<file path="src/rtl/mmss_countdown_pkg.sv">
// Shared definitions for the mm:ss countdown timer: FSM encoding, BCD digit limits
// and the load-value clamp helper.
package mmss_countdown_pkg;

  typedef enum logic [1:0] {
    ST_IDLE    = 2'd0,
    ST_RUN     = 2'd1,
    ST_PAUSED  = 2'd2,
    ST_EXPIRED = 2'd3
  } state_e;

  localparam logic [3:0] BCD_ONES_MAX = 4'd9;
  localparam logic [3:0] SEC_TENS_MAX = 4'd5;

  function automatic logic [3:0] bcd_clamp(input logic [3:0] d, input logic [3:0] max);
    return (d > max) ? max : d;
  endfunction

endpackage

</file>
<file path="src/rtl/mmss_countdown_bcd_down_digit.sv">
// One loadable BCD down-counting digit; wraps 0 -> MAX on decrement and raises a
// combinational borrow so digits can be chained least-significant first.
module bcd_down_digit #(
  parameter int unsigned MAX = 9
) (
  input  logic       clk,
  input  logic       rst,
  input  logic       load,
  input  logic [3:0] din,
  input  logic       dec,
  output logic [3:0] q,
  output logic       bo
);

  localparam logic [3:0] WRAP = 4'(MAX);

  logic [3:0] q_q;
  logic [3:0] q_d;

  always_comb begin
    q_d = q_q;
    if (load)     q_d = din;
    else if (dec) q_d = (q_q == 4'd0) ? WRAP : q_q - 4'd1;
  end

  // NOTE: state registers use non-blocking assignments so every flop samples
  // pre-edge values regardless of process evaluation order.
  always_ff @(posedge clk) begin
    if (rst) q_q <= 4'd0;
    else     q_q <= q_d;
  end

  assign q  = q_q;
  assign bo = dec && (q_q == 4'd0);

endmodule

</file>
<file path="src/rtl/mmss_countdown.sv">
// Loadable BCD mm:ss countdown timer: one-second decrement per tick while running,
// seconds borrow into minutes, stops at 00:00 with a one-cycle done pulse.
module mmss_countdown
  import mmss_countdown_pkg::*;
#(
  parameter int unsigned MIN_T_MAX = 5
) (
  input  logic       clk,
  input  logic       rst,
  input  logic       tick,
  input  logic       load,
  input  logic [3:0] ld_min_t,
  input  logic [3:0] ld_min_o,
  input  logic [3:0] ld_sec_t,
  input  logic [3:0] ld_sec_o,
  input  logic       start,
  input  logic       pause,
  output logic [3:0] min_t,
  output logic [3:0] min_o,
  output logic [3:0] sec_t,
  output logic [3:0] sec_o,
  output logic       running,
  output logic       done,
  output logic       expired
);

  localparam logic [3:0] MIN_TENS_MAX = 4'(MIN_T_MAX);

  state_e state_q, state_d;
  logic   done_q, done_d;
  logic   running_q, expired_q;
  logic   load_en, dec_en;
  logic   cnt_zero, cnt_one;
  logic   sec_o_bo, sec_t_bo, min_o_bo;
  logic   unused_min_t_bo;

  assign cnt_zero = (min_t == 4'd0) && (min_o == 4'd0) && (sec_t == 4'd0) && (sec_o == 4'd0);
  assign cnt_one  = (min_t == 4'd0) && (min_o == 4'd0) && (sec_t == 4'd0) && (sec_o == 4'd1);

  // NOTE: every signal written here gets a default first, so no path leaves a
  // value held and no latch is inferred.
  always_comb begin
    state_d = state_q;
    done_d  = 1'b0;
    load_en = 1'b0;
    dec_en  = 1'b0;
    unique case (state_q)
      ST_IDLE, ST_PAUSED: begin
        if (load) begin
          load_en = 1'b1;
          state_d = ST_IDLE;
        end else if (start && !cnt_zero) begin
          state_d = ST_RUN;
        end
      end
      ST_RUN: begin
        if (tick) dec_en = 1'b1;
        // Hitting zero wins over a coincident pause: the count is finished.
        if (tick && cnt_one) begin
          state_d = ST_EXPIRED;
          done_d  = 1'b1;
        end else if (pause) begin
          state_d = ST_PAUSED;
        end
      end
      ST_EXPIRED: begin
        if (load) begin
          load_en = 1'b1;
          state_d = ST_IDLE;
        end
      end
      default: state_d = ST_IDLE;
    endcase
  end

  always_ff @(posedge clk) begin
    if (rst) begin
      state_q   <= ST_IDLE;
      done_q    <= 1'b0;
      running_q <= 1'b0;
      expired_q <= 1'b0;
    end else begin
      state_q   <= state_d;
      done_q    <= done_d;
      running_q <= (state_d == ST_RUN);
      expired_q <= (state_d == ST_EXPIRED);
    end
  end

  assign running = running_q;
  assign done    = done_q;
  assign expired = expired_q;

  bcd_down_digit #(.MAX(9)) u_sec_o (
    .clk(clk), .rst(rst), .load(load_en),
    .din(bcd_clamp(ld_sec_o, BCD_ONES_MAX)),
    .dec(dec_en), .q(sec_o), .bo(sec_o_bo)
  );

  bcd_down_digit #(.MAX(5)) u_sec_t (
    .clk(clk), .rst(rst), .load(load_en),
    .din(bcd_clamp(ld_sec_t, SEC_TENS_MAX)),
    .dec(sec_o_bo), .q(sec_t), .bo(sec_t_bo)
  );

  bcd_down_digit #(.MAX(9)) u_min_o (
    .clk(clk), .rst(rst), .load(load_en),
    .din(bcd_clamp(ld_min_o, BCD_ONES_MAX)),
    .dec(sec_t_bo), .q(min_o), .bo(min_o_bo)
  );

  // The top borrow can never fire: decrements stop on the edge that writes 00:00.
  bcd_down_digit #(.MAX(MIN_T_MAX)) u_min_t (
    .clk(clk), .rst(rst), .load(load_en),
    .din(bcd_clamp(ld_min_t, MIN_TENS_MAX)),
    .dec(min_o_bo), .q(min_t), .bo(unused_min_t_bo)
  );

endmodule

</file>
<file path="config.mk">
export PLATFORM = sky130hd
export DESIGN_NAME = mmss_countdown
export DESIGN_NICKNAME = d
export VERILOG_FILES = /design/src/rtl/mmss_countdown_pkg.sv /design/src/rtl/mmss_countdown_bcd_down_digit.sv /design/src/rtl/mmss_countdown.sv
export SDC_FILE = /design/constraint.sdc
export NUM_CORES = 1
export LEC_CHECK = 0
export CAP_MARGIN = 20
export CORE_MARGIN = 1.5
export CORE_UTILIZATION = 40
export CTS_CLUSTER_DIAMETER = 60
export DETAILED_ROUTE_END_ITERATION = 8
export GPL_TIMING_DRIVEN = 1
export PLACE_DENSITY = 0.73
export SLEW_MARGIN = 20
export SYNTH_ARGS = -nofsm -noshare
export SYNTH_HDL_FRONTEND = slang
export SYNTH_SLANG_ARGS = --single-unit
export TNS_END_PERCENT = 10
</file>
<file path="constraint.sdc">
create_clock -name clk -period 1.8 [get_ports clk]
set_clock_uncertainty 0.1 [all_clocks]
set_input_delay 0.18 -clock clk [delete_from_list [all_inputs] [get_ports clk]]
set_output_delay 0.18 -clock clk [all_outputs]
set_load 0.05 [all_outputs]
</file>
==> reports/metrics.csv <==
stage,metric,value,unit
clocking,hold buffer count at CTS,0,
final_layout,area grow syn2layout,52.1,%
synthesis,post-synth top area share,35.0,%
worst_hold_path,Worst Hold End,u_sec_o.q[1],
final_layout,fin util,65.1,%
clocking,worst-skew pair later-pin latency,300,ps
worst_setup_path,CP Launch Type,flip-flop,
final_layout,fin cells,236,
worst_setup_path,capturing point of the worst reg2reg path,u_min_o.q[1],
final_layout,post-route cell area,1830,um2
timing,worst setup margin,-73.6,ps
worst_setup_path,Required @ worst endpoint,1900,ps
synthesis,Synth Flop Type,dfxtp_1,
global_route,first-pass GRT wire length,5.91,mm
clocking,root buf cell,clkbuf_4,
worst_setup_path,crit path kind,flip-flop to flip-flop,
die,DIE HEIGHT,57.8,um
die,# rows,19,
synthesis,Mapped Avg Cell Area,8.58,um2
place,IO Port Bufs,40,
clocking,Max clock buf depth,2,
worst_hold_path,startpoint of the most critical hold path,ld_sec_o[1],
clocking,Clock transition at path regs,120,ps
synthesis,Synth Warn #,0,
synthesis,Post-synth top cells,"dfxtp_1, nor2_1, nor3_1, a21oi_1",
outcome,failing checks,"DRC, setup timing",
synthesis,Cells after Synth,140,
timing,Hold Slack,353,ps
routing,overall routed net length,3.45,mm
timing,final worst-path cycle share,104,%
worst_setup_path,r2r startpoint,u_sec_t.q[1],
routing,total iterations of the first detailed-routing run,6,
worst_setup_path,worst endpoint data arrival time,1980,ps
die,Die Width,57.8,um
power_and_ir_drop,NetSw,0.000455,W
global_route,largest net degree at the start of global routing,12,
die,Core Box Area,2810,um2
routing,Via density,5.73,
worst_hold_path,hold path depth,3,
power_and_ir_drop,Switching Fraction,36.3,%
power_and_ir_drop,clock share of power,18.5,%
final_layout,layout cells sized above 1,31.2,%
worst_setup_path,Critical Path End Type,flip-flop,
synthesis,post-synthesis async set-or-reset flop share,0,%
power_and_ir_drop,Comb pwr share,39.4,%
global_route,GRT overflow,0,
final_layout,Final nets,228,
worst_setup_path,"reg-to-reg slack, setup",-70,ps
worst_setup_path,Critical Path Fanout Max,2,
global_route,number of antenna violations at the first check in global routing,0,
worst_setup_path,reg2reg path depth,4,
final_layout,Antenna Cells,0,
clocking,clk sinks,21,
power_and_ir_drop,worst vdd ir,0.000305,V
timing,# setup viols final,1,
synthesis,synthesized area,1200,um2
flow_run,Max Cap Violations,0,
die,Die ar.,3340,um2
timing,Slew Limit Fails,0,
die,initial core utilization,42.8,%
routing,1st-iter DRT viols,39,
clocking,TritonCTS Buffers,3,
global_route,number of global-route vias before repair,1298,
synthesis,Synth area leaders,"dfxtp_1, nor2_1, nor3_1",
timing,minimum clock period,1870,ps
timing,f_max,534,MHz
synthesis,synthesized flop and latch total,21,
timing,Least-Margin Pin Slew,501,ps
synthesis,dominant cell by count in the synthesized netlist,dfxtp_1,
routing,WL/cell,14.6,um
synthesis,Post-synth EDFFs,0,
power_and_ir_drop,PD cells,686,nW/um2
place,placed cell area,1780,um2
place,Post-DP HPWL,2.80,mm
synthesis,post-synthesis sequential area ratio,35.0,%
power_and_ir_drop,Pint,0.000799,W
global_route,global-route usage over all layers,22.3,%
place,placer congestion estimate,0.922,
routing,DRC viols,5,
power_and_ir_drop,total leakage power,0.730,nW
timing,Worst slew margin,66.5,%
power_and_ir_drop,total power,0.00125,W
clocking,postcts setup bufs,0,
timing,RSZ-0062 raised after global routing,true,
routing,"antenna viol nets, final",0,
clocking,CTS tree,yes,
die,IO Pins,41,
outcome,outcome,"complete, but fails checks",
worst_hold_path,hold crit path type,primary input to flip-flop,
synthesis,"area leader, netlist",dfxtp_1,
synthesis,library cells used by synthesis,51,
place,dpl cells,232,
clocking,H-tree lvl count,1,
timing,Final Hold Vio Count,0,
synthesis,syn_nets,162,
power_and_ir_drop,Reg power frac,42.1,%
routing,routed via count,1352,
[kinds of logic after synthesis]
kind of cell / after synthesis / share of synthesized area [%]
flops: 21 / 35.0
compound gates: 41 / 25.2
buf+inv: 9 / 4.06
xor+xnor: 4 / 2.92
simple gates: 64 / 31.9
mux: 1 / 0.937
[worst max path at each step]
stage	endpoint	from	slack, ps	depth (start not counted)
3_5_place_dp	u_min_o.q[1]	tick	-330	5
3_3_place_gp	u_min_o.q[1]	tick	-300	5
4_1_cts	u_min_o.q[1]	u_sec_t.q[1]	-140	4
6_report	u_min_o.q[1]	u_sec_t.q[1]	-70	4
5_1_grt	u_min_o.q[1]	u_sec_t.q[1]	-90	4
2_1_floorplan	u_min_o.q[1]	u_sec_t.q[3]	-120	4
[per-layer routing]
layer / part of all wire, % / global-route usage (%) / wire length [um] / up-vias
met5: 0 / 0 / 0 / -
met4: 1.2 / 8.64 / 41 / 0
met3: 4.4 / 2.01 / 150 / 4
met2: 50 / 38.0 / 1710 / 36
met1: 45 / 29.3 / 1540 / 635
li1: - / - / - / 677
[layout by cell type, fill, tap and decap left out, drive strengths merged, types with 4 or more instances in the layout]
cell            n
nand3           5
nand2           6
nor3           12
dfxtp          21
clkdlybuf4s50  24
a211oi          6
o21ai           4
nor4            5
a21oi           7
clkbuf          4
nor2           18
buf            43
[metrics by stage]
| stage | setup WS (ps) | TNS, ps |
|---|---|---|
| after global placement | -300 | -411 |
| after detailed placement | -332 | -560 |
| after CTS | -141 | -141 |
| after global routing | -93.2 | -271 |
| final | -73.6 | -73.6 |
| after floorplan | -116 | -170 |
[power by group through the flow]
stage               registers [W]  clock network [W]  logic [W]
floorplan                0.000649                  0   0.000167
global placement         0.000535                  0   0.000475
detailed placement       0.000537                  0   0.000481
CTS                      0.000527           0.000242   0.000495
global route             0.000531           0.000261   0.000530
finish                   0.000528           0.000232   0.000494
[sequential cells by signal (all words and copies together) (netlist names)]
register and flops:
u_sec_t.q 4, u_min_t.q 4, running 1, expired 1, u_sec_o.q 4, done 1, state_q 2, u_min_o.q 4
[area by class of cell]
type | instances | area [um2]
tap | 31 | 38.8
clock buffer | 4 | 26.3
fill | 242 | 978
sequential | 21 | 434
inverter | 3 | 11.3
timing repair buffer | 67 | 563
multi-input combinational | 110 | 753
[critical path, stage by stage, from the launching register on]
cell	delay, ps
dfxtp_4	360
or4_4	540
nor4_4	240
mux2_4	320
a32o_2	210
[timing repair]
action,CTS,global route
setup endpoints to repair,3,8
pin swaps,3,2
cloned,0,0
resized for setup,4,2
Note: power is estimated with default switching activity, not from simulation.
